$ cat src/rtl/matrix_framer.sv
// Buffers ROW*COL words and releases them as one contiguous out_valid burst per matrix.
// Optional completed-burst counter on port frames when MATRIX_FRAMER_FRAMES_EN is defined.
module matrix_framer #(
    parameter int ROW   = 5,
    parameter int COL   = 4,
    parameter int WIDTH = 16
) (
    input  logic             clk,
    input  logic             rst_n,
    input  logic             in_valid,
    input  logic [WIDTH-1:0] in_data,
    output logic             in_ready,
    output logic             out_valid,
    output logic [WIDTH-1:0] out_data
`ifdef MATRIX_FRAMER_FRAMES_EN
    ,
    output logic [15:0]      frames
`endif
);

    localparam int N  = ROW * COL;
    localparam int CW = $clog2(N + 1);
    localparam int PW = (N > 1) ? $clog2(N) : 1;

    localparam logic [CW-1:0] FULL = CW'(N);
    localparam logic [PW-1:0] LAST = PW'(N - 1);

    localparam logic S_IDLE  = 1'b0;
    localparam logic S_BURST = 1'b1;

    logic             r_state;
    logic [CW-1:0]    r_count;
    logic [PW-1:0]    r_wrPtr;
    logic [PW-1:0]    r_rdPtr;
    logic [PW-1:0]    r_burstCnt;
    logic [WIDTH-1:0] r_mem [N];

    logic w_push;
    logic w_pop;
    logic w_start;
    logic w_end;

    assign in_ready = (r_count < FULL);
    assign w_push   = in_valid && in_ready;
    assign w_start  = (r_state == S_IDLE) && (r_count == FULL);
    assign w_end    = (r_state == S_BURST) && (r_burstCnt == LAST);
    // The edge after the last burst word pops nothing; it is the mandatory low gap.
    assign w_pop    = w_start || ((r_state == S_BURST) && !w_end);

    // Storage is left unreset; stale contents are never read because pointers and count reset.
    always_ff @(posedge clk) begin
        if (w_push) begin
            r_mem[r_wrPtr] <= in_data;
        end
    end

    always_ff @(posedge clk) begin
        if (!rst_n) begin
            r_state    <= S_IDLE;
            r_count    <= '0;
            r_wrPtr    <= '0;
            r_rdPtr    <= '0;
            r_burstCnt <= '0;
            out_valid  <= 1'b0;
            out_data   <= '0;
        end else begin
            if (w_push) begin
                r_wrPtr <= (r_wrPtr == LAST) ? '0 : r_wrPtr + PW'(1);
            end
            if (w_pop) begin
                r_rdPtr <= (r_rdPtr == LAST) ? '0 : r_rdPtr + PW'(1);
            end

            case ({w_push, w_pop})
                2'b10:   r_count <= r_count + CW'(1);
                2'b01:   r_count <= r_count - CW'(1);
                default: r_count <= r_count;
            endcase

            if (w_start) begin
                r_state    <= S_BURST;
                out_valid  <= 1'b1;
                out_data   <= r_mem[r_rdPtr];
                r_burstCnt <= '0;
            end else if (w_end) begin
                r_state   <= S_IDLE;
                out_valid <= 1'b0;
            end else if (r_state == S_BURST) begin
                out_data   <= r_mem[r_rdPtr];
                r_burstCnt <= r_burstCnt + PW'(1);
            end
        end
    end

`ifdef MATRIX_FRAMER_FRAMES_EN
    always_ff @(posedge clk) begin
        if (!rst_n) begin
            frames <= '0;
        end else if (w_end) begin
            frames <= frames + 16'd1;
        end
    end
`endif

endmodule

$ cat config.mk
export PLATFORM = sky130hd
export DESIGN_NAME = matrix_framer
export DESIGN_NICKNAME = d
export VERILOG_FILES = /design/src/rtl/matrix_framer.sv
export SDC_FILE = /design/constraint.sdc
export NUM_CORES = 1
export LEC_CHECK = 0
export CORE_ASPECT_RATIO = 1.4
export CORE_MARGIN = 2
export CORE_UTILIZATION = 55
export CTS_CLUSTER_SIZE = 10
export DETAILED_ROUTE_END_ITERATION = 6
export GPL_TIMING_DRIVEN = 0
export HOLD_SLACK_MARGIN = 0.15
export PLACE_DENSITY = 0.71
export SKIP_LAST_GASP = 1
export SLEW_MARGIN = 25
export SYNTH_ARGS = -nofsm -noshare
export SYNTH_HDL_FRONTEND = slang
export SYNTH_SLANG_ARGS = --single-unit
$ cat constraint.sdc
create_clock -name clk -period 6.45 [get_ports clk]
set_input_delay 0.645 -clock clk [delete_from_list [all_inputs] [get_ports clk]]
set_output_delay 0.645 -clock clk [all_outputs]
set_load 0.005 [all_outputs]
==> run_results.csv, run 1 <==
group,metric,value,unit
outcome,status,"completed",
timing,skew,18.3,ps
setup_path,worst-path-max-fanout,11,
synthesis,syn_inst,745,
setup_path,timing.rr.start,"r_count[1]$_SDFFE_PN0P_",
timing,setup_viol,0,
timing,fmax,283,MHz
setup_path,worst-endpoint-required,6890,ps
setup_path,r2r_cells,14,
setup_path,start_kind,"flip-flop",
clock_tree,htree_levels,2,
floorplanning,dieArea,0.0273,sq mm
synthesis,yosysSeqAreaShare,73.1,%
placement,post-dp-hpwl,21800,um
setup_path,criticalPathCategory,"flip-flop to flip-flop",
power_and_ir_drop,intPower,3.82,mW
drt,avgViaCountPerCell,6.29,
clock_tree,cts_tree,"yes",
worst_hold_path,hold_path.class,"flip-flop to flip-flop",
timing,worst_pin_slew,866,ps
power_and_ir_drop,leakagePower,5.20,nW
synthesis,synth_edf_count,320,
setup_path,r2r_slack,2920,ps
global_route,track_usage,23.3,%
drt,wl_met3,1570,um
synthesis,synth_nets,774,
drt,wl,31200,um
clock_tree,cts.path.max_buffers,3,
cells_and_area,final_cell_mix,"320 x edfxtp_1, 80 x mux4_2, 43 x clkbuf_16",
clock_tree,clkSinkCount,362,
clock_tree,post_cts_buffers,0,
power_and_ir_drop,finalPower,4.74,mW
synthesis,ys_ff_latch,362,
worst_hold_path,hold_depth,2,
cells_and_area,area_growth,15.6,%
clock_tree,cts.repair.resized,0,
power_and_ir_drop,seqPwrFrac,54.4,%
setup_path,end_kind,"flip-flop",
power_and_ir_drop,p_sw_share,19.5,%
cells_and_area,n_antenna_cell,0,
drt,highest_layer,"met4",
floorplanning,ioPinCount,37,
floorplanning,fp.dieW,140,um
placement,dp_slack,2940,ps
drt,wl_met2,17100,um
power_and_ir_drop,p_sw,0.923,mW
timing,min_period,3530,ps
placement,io_buffers,36,
clock_tree,ctsHoldBuffers,0,
power_and_ir_drop,comb_power_share,2.5,%
cells_and_area,fillCellCount,1682,
flow_run,maxCapViolations,0,
timing,tns,0,ps
placement,dp_cells,1120,
worst_hold_path,hold_start,"r_count[4]$_SDFFE_PN0P_",
cells_and_area,drive_gt1_share,25.4,%
global_route,grt_max_degree,21,
cells_and_area,layout_commonest_cell,"edfxtp_1",
clock_tree,clkTransAtPathRegs,60,ps
clock_tree,clock-root-buffer,"clkbuf_16",
drt,first_pass_iters,5,
drt,route.detailed.drc,0,
synthesis,synth.avg_cell_area,19.2,sq um
drt,drt_iter0_drc,612,
floorplanning,dieHeight,195,um
floorplanning,rows,69,
global_route,grt_pass1_vias,7823,
power_and_ir_drop,powerDensity,287,mW/mm^2
worst_hold_path,whs_endpoint,"r_count[4]$_SDFFE_PN0P_",
timing,slew_viol_final,0,
setup_path,arrival,3970,ps
timing,worst_slack,2920,ps
global_route,grt-ovfl-total,0,
synthesis,syn_area,0.0143,sq mm
floorplanning,coreArea,0.0255,sq mm
clock_tree,cts_buffers,42,
synthesis,ys.flop_type,"edfxtp_1",
timing,holdWs,480,ps
clock_tree,clk_latency,530,ps
timing,slew_headroom,41.9,%
timing,period_share,54.8,%
drt,wl_per_cell,26.4,um
cells_and_area,fin_cells,1181,
cells_and_area,nets,874,
synthesis,synthDistinctLibCells,46,
placement,gp_congestion,0.828,
timing,rsz0062_at_grt,"false",
drt,route.layer.met1.wl,11600,um
drt,ant_nets,0,
power_and_ir_drop,p_clk_share,43.1,%
setup_path,r2r_end,"r_count[2]$_SDFFE_PN0P_",
drt,vias,7428,
synthesis,synthArstFlopShare,0,%
power_and_ir_drop,vdd_drop_max,0.000188,V
global_route,antenna_found_initial,0,
floorplanning,start_util,56.1,%
global_route,grt_pass1_wl,46900,um
synthesis,yosys_warnings,0,
timing,hold_viol,0,
==> sequential cells by signal, summed over array words and instances (netlist names), named ones only <==
signal	count
r_mem	320
out_data	16
r_burstCnt	5
r_count	5
r_rdPtr	5
r_wrPtr	5
r_state	1
==> power groups by stage <==
| stage | combinational (mW) | clock, mW | sequential [mW] |
|---|---|---|---|
| finish | 0.117 | 2.04 | 2.58 |
| global route | 0.126 | 2.16 | 2.58 |
| global placement | 0.105 | 0 | 2.62 |
| detailed placement | 0.116 | 0 | 2.62 |
| CTS | 0.117 | 2.08 | 2.58 |
| floorplan | 0.0477 | 0 | 2.62 |
==> synthesized netlist by cell type (2+ instances only) <==
library cell  instances  area (sq um)
or3_1                 4          25.0
or3b_1                2          17.5
o21a_1                2          15.0
nand3_1              25           125
mux2i_1              18           180
nand2_1              38           143
ha_1                 10           125
dfxtp_1              42           841
o21ai_0               3          15.0
buf_6                 8          90.1
a21oi_1              11          55.1
and2_1                2          12.5
xor2_1                9          78.8
nor3_1                2          10.0
buf_4                 3          22.5
buf_2                10          50.1
o211ai_1              8          60.1
o211ai_2             10           125
o32ai_1               2          17.5
nor2b_1               5          31.3
a31oi_1              18           113
nand3b_1              2          15.0
mux4_2               80          1800
inv_1                 4          15.0
nand4_1               2          12.5
nor2_1               32           120
inv_2                 3          11.3
a221oi_1             16           140
edfxtp_1            320          9610
mux2_2               16           180
clkbuf_1             23          86.3
==> worst max-delay path, cell delays in order, from the launching register on <==
cell and delay [ps]:
dfxtp_1 290, clkbuf_1 180, nor2_2 500, a22oi_4 200, inv_2 140, buf_6 150, buf_2 270, ha_1 240
clkbuf_1 290, xor2_1 200, ha_1 220, a21oi_1 70, xor2_1 170, or3_1 320, a21oi_1 170
==> worst max-delay path by stage <==
stage,start,to,depth (start not counted)
global placement,in_valid,r_mem[16][15]$_DFFE_PP_,5
floorplan,r_state$_SDFFE_PN0P_,r_count[2]$_SDFFE_PN0P_,14
finish,r_count[1]$_SDFFE_PN0P_,r_count[2]$_SDFFE_PN0P_,14
CTS,r_count[1]$_SDFFE_PN0P_,r_count[2]$_SDFFE_PN0P_,14
detailed placement,r_count[1]$_SDFFE_PN0P_,r_count[2]$_SDFFE_PN0P_,14
global route,r_count[1]$_SDFFE_PN0P_,r_count[2]$_SDFFE_PN0P_,14
==> cell families after synthesis <==
family / Yosys count / synth area share, %
buffers and inverters: 52 / 1.95
multiplexers: 114 / 15.1
adder cells (fa/ha/maj): 10 / 0.875
flip-flops: 362 / 73.1
AND/OR/NAND/NOR: 121 / 4.12
AO/OA/AOI/OAI: 76 / 4.21
XOR/XNOR: 10 / 0.613
==> layer usage <==
metal	vias to the layer above	track usage, %
li1	3223	-
met1	3902	27.9
met2	244	42.9
met3	59	3.57
met4	0	7.71
met5	-	0
==> per-stage QoR <==
stage | utilization (%) | cell area [sq um]
4_1_cts | 64.9 | 16500
2_1_floorplan | - | 14300
3_3_place_gp | 59.1 | 15100
3_5_place_dp | 60.4 | 15400
5_1_grt | 64.9 | 16500
6_report | 64.9 | 16500
==> cell type report <==
cell class	instances	area, sq um	area share (%)
Inverter	7	26.3	0.159
Sequential cell	362	10500	63.2
Clock buffer	59	1140	6.87
Tap cell	319	399	2.41
Multi-Input combinational cell	331	3620	21.9
Timing Repair Buffer	56	631	3.82
Clock inverter	2	17.5	0.106
Buffer	45	253	1.53
Power figures use the tool's default switching activity.
==> run 2, diff against run 1 <==
==> constraint.sdc (replaced) <==
create_clock -name clk -period 3.55 [get_ports clk]
set_input_delay 0.355 -clock clk [delete_from_list [all_inputs] [get_ports clk]]
set_output_delay 0.355 -clock clk [all_outputs]
set_load 0.005 [all_outputs]
==> run 2 against run 1 <==
  * Die area unchanged
  * Worst hold slack better by 2.1 ps
  * Total power is 82% higher
  * Non-clock buffer count did not move
  * Critical path depth unchanged
  * Fmax grew 4.7%
  * Largest power group unchanged
==> run_results.csv, run 2 (synthesized netlist as in run 1, its figures left out) <==
group,metric,value,unit
outcome,status,"completed",
floorplanning,rows,69,
placement,io_buffers,36,
clock_tree,cts.path.max_buffers,3,
clock_tree,clock-root-buffer,"clkbuf_16",
drt,first_pass_iters,5,
global_route,grt_pass1_wl,46900,um
placement,dp_slack,44.3,ps
placement,post-dp-hpwl,21800,um
cells_and_area,largest_reg_flops,320,
setup_path,critPathLaunch,"r_state$_SDFFE_PN0P_",
clock_tree,clkTransAtPathRegs,60,ps
cells_and_area,design_area,0.0165,sq mm
timing,period_share,95.1,%
global_route,grt-ovfl-total,0,
global_route,antenna_found_initial,0,
global_route,track_usage,23.3,%
floorplanning,coreArea,0.0255,sq mm
setup_path,r2r_cells,14,
drt,avgViaCountPerCell,6.28,
placement,place_area,0.0154,sq mm
floorplanning,dieArea,0.0273,sq mm
setup_path,cp_top_family,"buffers and inverters",
setup_path,r2r_slack,180,ps
setup_path,end_kind,"flip-flop",
worst_hold_path,hold_path.class,"flip-flop to flip-flop",
setup_path,start_kind,"flip-flop",
floorplanning,start_util,56.1,%
drt,wl_per_cell,26.4,um
setup_path,slowest_stage,"dfxtp_1",
setup_path,cp.buffers_inverters,5,
clock_tree,clk_latency,530,ps
timing,skew,18.1,ps
setup_path,criticalPathCategory,"flip-flop to flip-flop",
flow_run,maxCapViolations,0,
global_route,grt_max_degree,21,
cells_and_area,regMostFlops,"r_mem",
cells_and_area,nets,874,
clock_tree,cts_tree,"yes",
timing,fmax,296,MHz
floorplanning,ioPinCount,37,
setup_path,worst-endpoint-required,3990,ps
timing,slew_viol_final,0,
cells_and_area,layout_commonest_cell,"edfxtp_1",
clock_tree,ctsHoldBuffers,0,
power_and_ir_drop,leakagePower,5.21,nW
clock_tree,htree_levels,2,
drt,ant_nets,0,
setup_path,r2r_end,"r_count[2]$_SDFFE_PN0P_",
setup_path,timing.rr.start,"r_state$_SDFFE_PN0P_",
drt,wl,31200,um
placement,gp_congestion,0.828,
floorplanning,dieHeight,195,um
cells_and_area,area_growth,15.7,%
drt,route.detailed.drc,0,
setup_path,path_depth,14,
cells_and_area,final_cell_mix,"320 x edfxtp_1, 80 x mux4_2, 43 x clkbuf_16",
timing,worst_pin_slew,836,ps
timing,slew_headroom,43.8,%
power_and_ir_drop,powerDensity,521,mW/mm^2
cells_and_area,drive_gt1_share,25.5,%
floorplanning,fp.dieW,140,um
drt,vias,7412,
power_and_ir_drop,finalPower,8.61,mW
timing,tns,0,ps
setup_path,arrival,3820,ps
timing,min_period,3370,ps
cells_and_area,utilization,64.9,%
setup_path,slowest_delay,440,ps
timing,worst_slack,175,ps
timing,setup_viol,0,
clock_tree,cts_buffers,42,
timing,hold_viol,0,
drt,drt_iter0_drc,587,
global_route,grt_pass1_vias,7823,
setup_path,worst-path-max-fanout,11,
setup_path,crit_chain,"nor4bb_2 -> buf_6 -> a22oi_4 -> inv_2 -> buf_6 -> buf_2 -> ha_1 -> clkbuf_2 -> xor2_1 -> ha_1 -> a21oi_1 -> xor2_1 -> or3_1 -> a21oi_1",
setup_path,crit_end,"r_count[2]$_SDFFE_PN0P_",
cells_and_area,largestRegisters,"r_mem x320, out_data x16",
power_and_ir_drop,vdd_drop_max,0.000342,V
cells_and_area,n_antenna_cell,0,
clock_tree,clkSinkCount,362,
run 2: metal layers:
layer,wire (um),vias to the layer above,GRT usage [%]
met5,0,-,0
met4,927,0,7.71
met3,1690,59,3.57
met2,17100,264,42.9
met1,11500,3869,27.9
li1,-,3220,-
run 2: repair_timing:
action / CTS / global route
gates resized for setup: 0 / 3
setup endpoints to repair: 0 / 2
setup buffers: 0 / 0
hold endpoints to repair: 0 / 0
run 2: area by class of cell:
cell class	instances	area (sq um)
Buffer	45	254
Clock buffer	59	1140
Clock inverter	2	17.5
Fill cell	1685	8930
Inverter	7	26.3
Multi-Input combinational cell	331	3620
Sequential cell	362	10500
Tap cell	319	399
Timing Repair Buffer	56	631
run 2: report_power, final:
| part | internal, mW | leakage [nW] | switching (mW) |
|---|---|---|---|
| registers | 4.67 | 3.23 | 0.0122 |
| clock network | 2.20 | 0.558 | 1.52 |
| logic | 0.0665 | 1.42 | 0.146 |
| total | 6.93 | 5.21 | 1.68 |
run 2: how the worst min path moves through the flow:
stage	from	end	slack [ps]	cells after the start
after detailed placement	r_count[4]$_SDFFE_PN0P_	r_count[4]$_SDFFE_PN0P_	470	2
final	r_count[4]$_SDFFE_PN0P_	r_count[4]$_SDFFE_PN0P_	480	2
after global routing	r_count[4]$_SDFFE_PN0P_	r_count[4]$_SDFFE_PN0P_	530	2
after CTS	r_count[4]$_SDFFE_PN0P_	r_count[4]$_SDFFE_PN0P_	480	2
after floorplan	r_count[4]$_SDFFE_PN0P_	r_count[4]$_SDFFE_PN0P_	450	2
after global placement	r_count[4]$_SDFFE_PN0P_	r_count[4]$_SDFFE_PN0P_	460	2
run 2: per-stage QoR:
| step | hold WS, ps | instances |
|---|---|---|
| 3_3_place_gp | 465 | 1100 |
| 5_1_grt | 526 | 1181 |
| 3_5_place_dp | 471 | 1120 |
| 6_report | 482 | 1181 |
| 4_1_cts | 479 | 1181 |
| 2_1_floorplan | 449 | 745 |
run 2: worst register-to-register path: stages (launching register included):
cell and delay [ps]:
dfxtp_1 440, nor4bb_2 360, buf_6 210, a22oi_4 120, inv_2 130, buf_6 150
buf_2 270, ha_1 250, clkbuf_2 210, xor2_1 190, ha_1 220, a21oi_1 70
xor2_1 180, or3_1 320, a21oi_1 180
==> run 3, diff against run 2 <==
--- a/config.mk
+++ b/config.mk
@@ -18,3 +18,4 @@
 export SYNTH_ARGS = -nofsm -noshare
 export SYNTH_HDL_FRONTEND = slang
 export SYNTH_SLANG_ARGS = --single-unit
+export TNS_END_PERCENT = 5
==> results of run 3 <==
No change in the layout: final DEF, timing and power equal those of run 2.
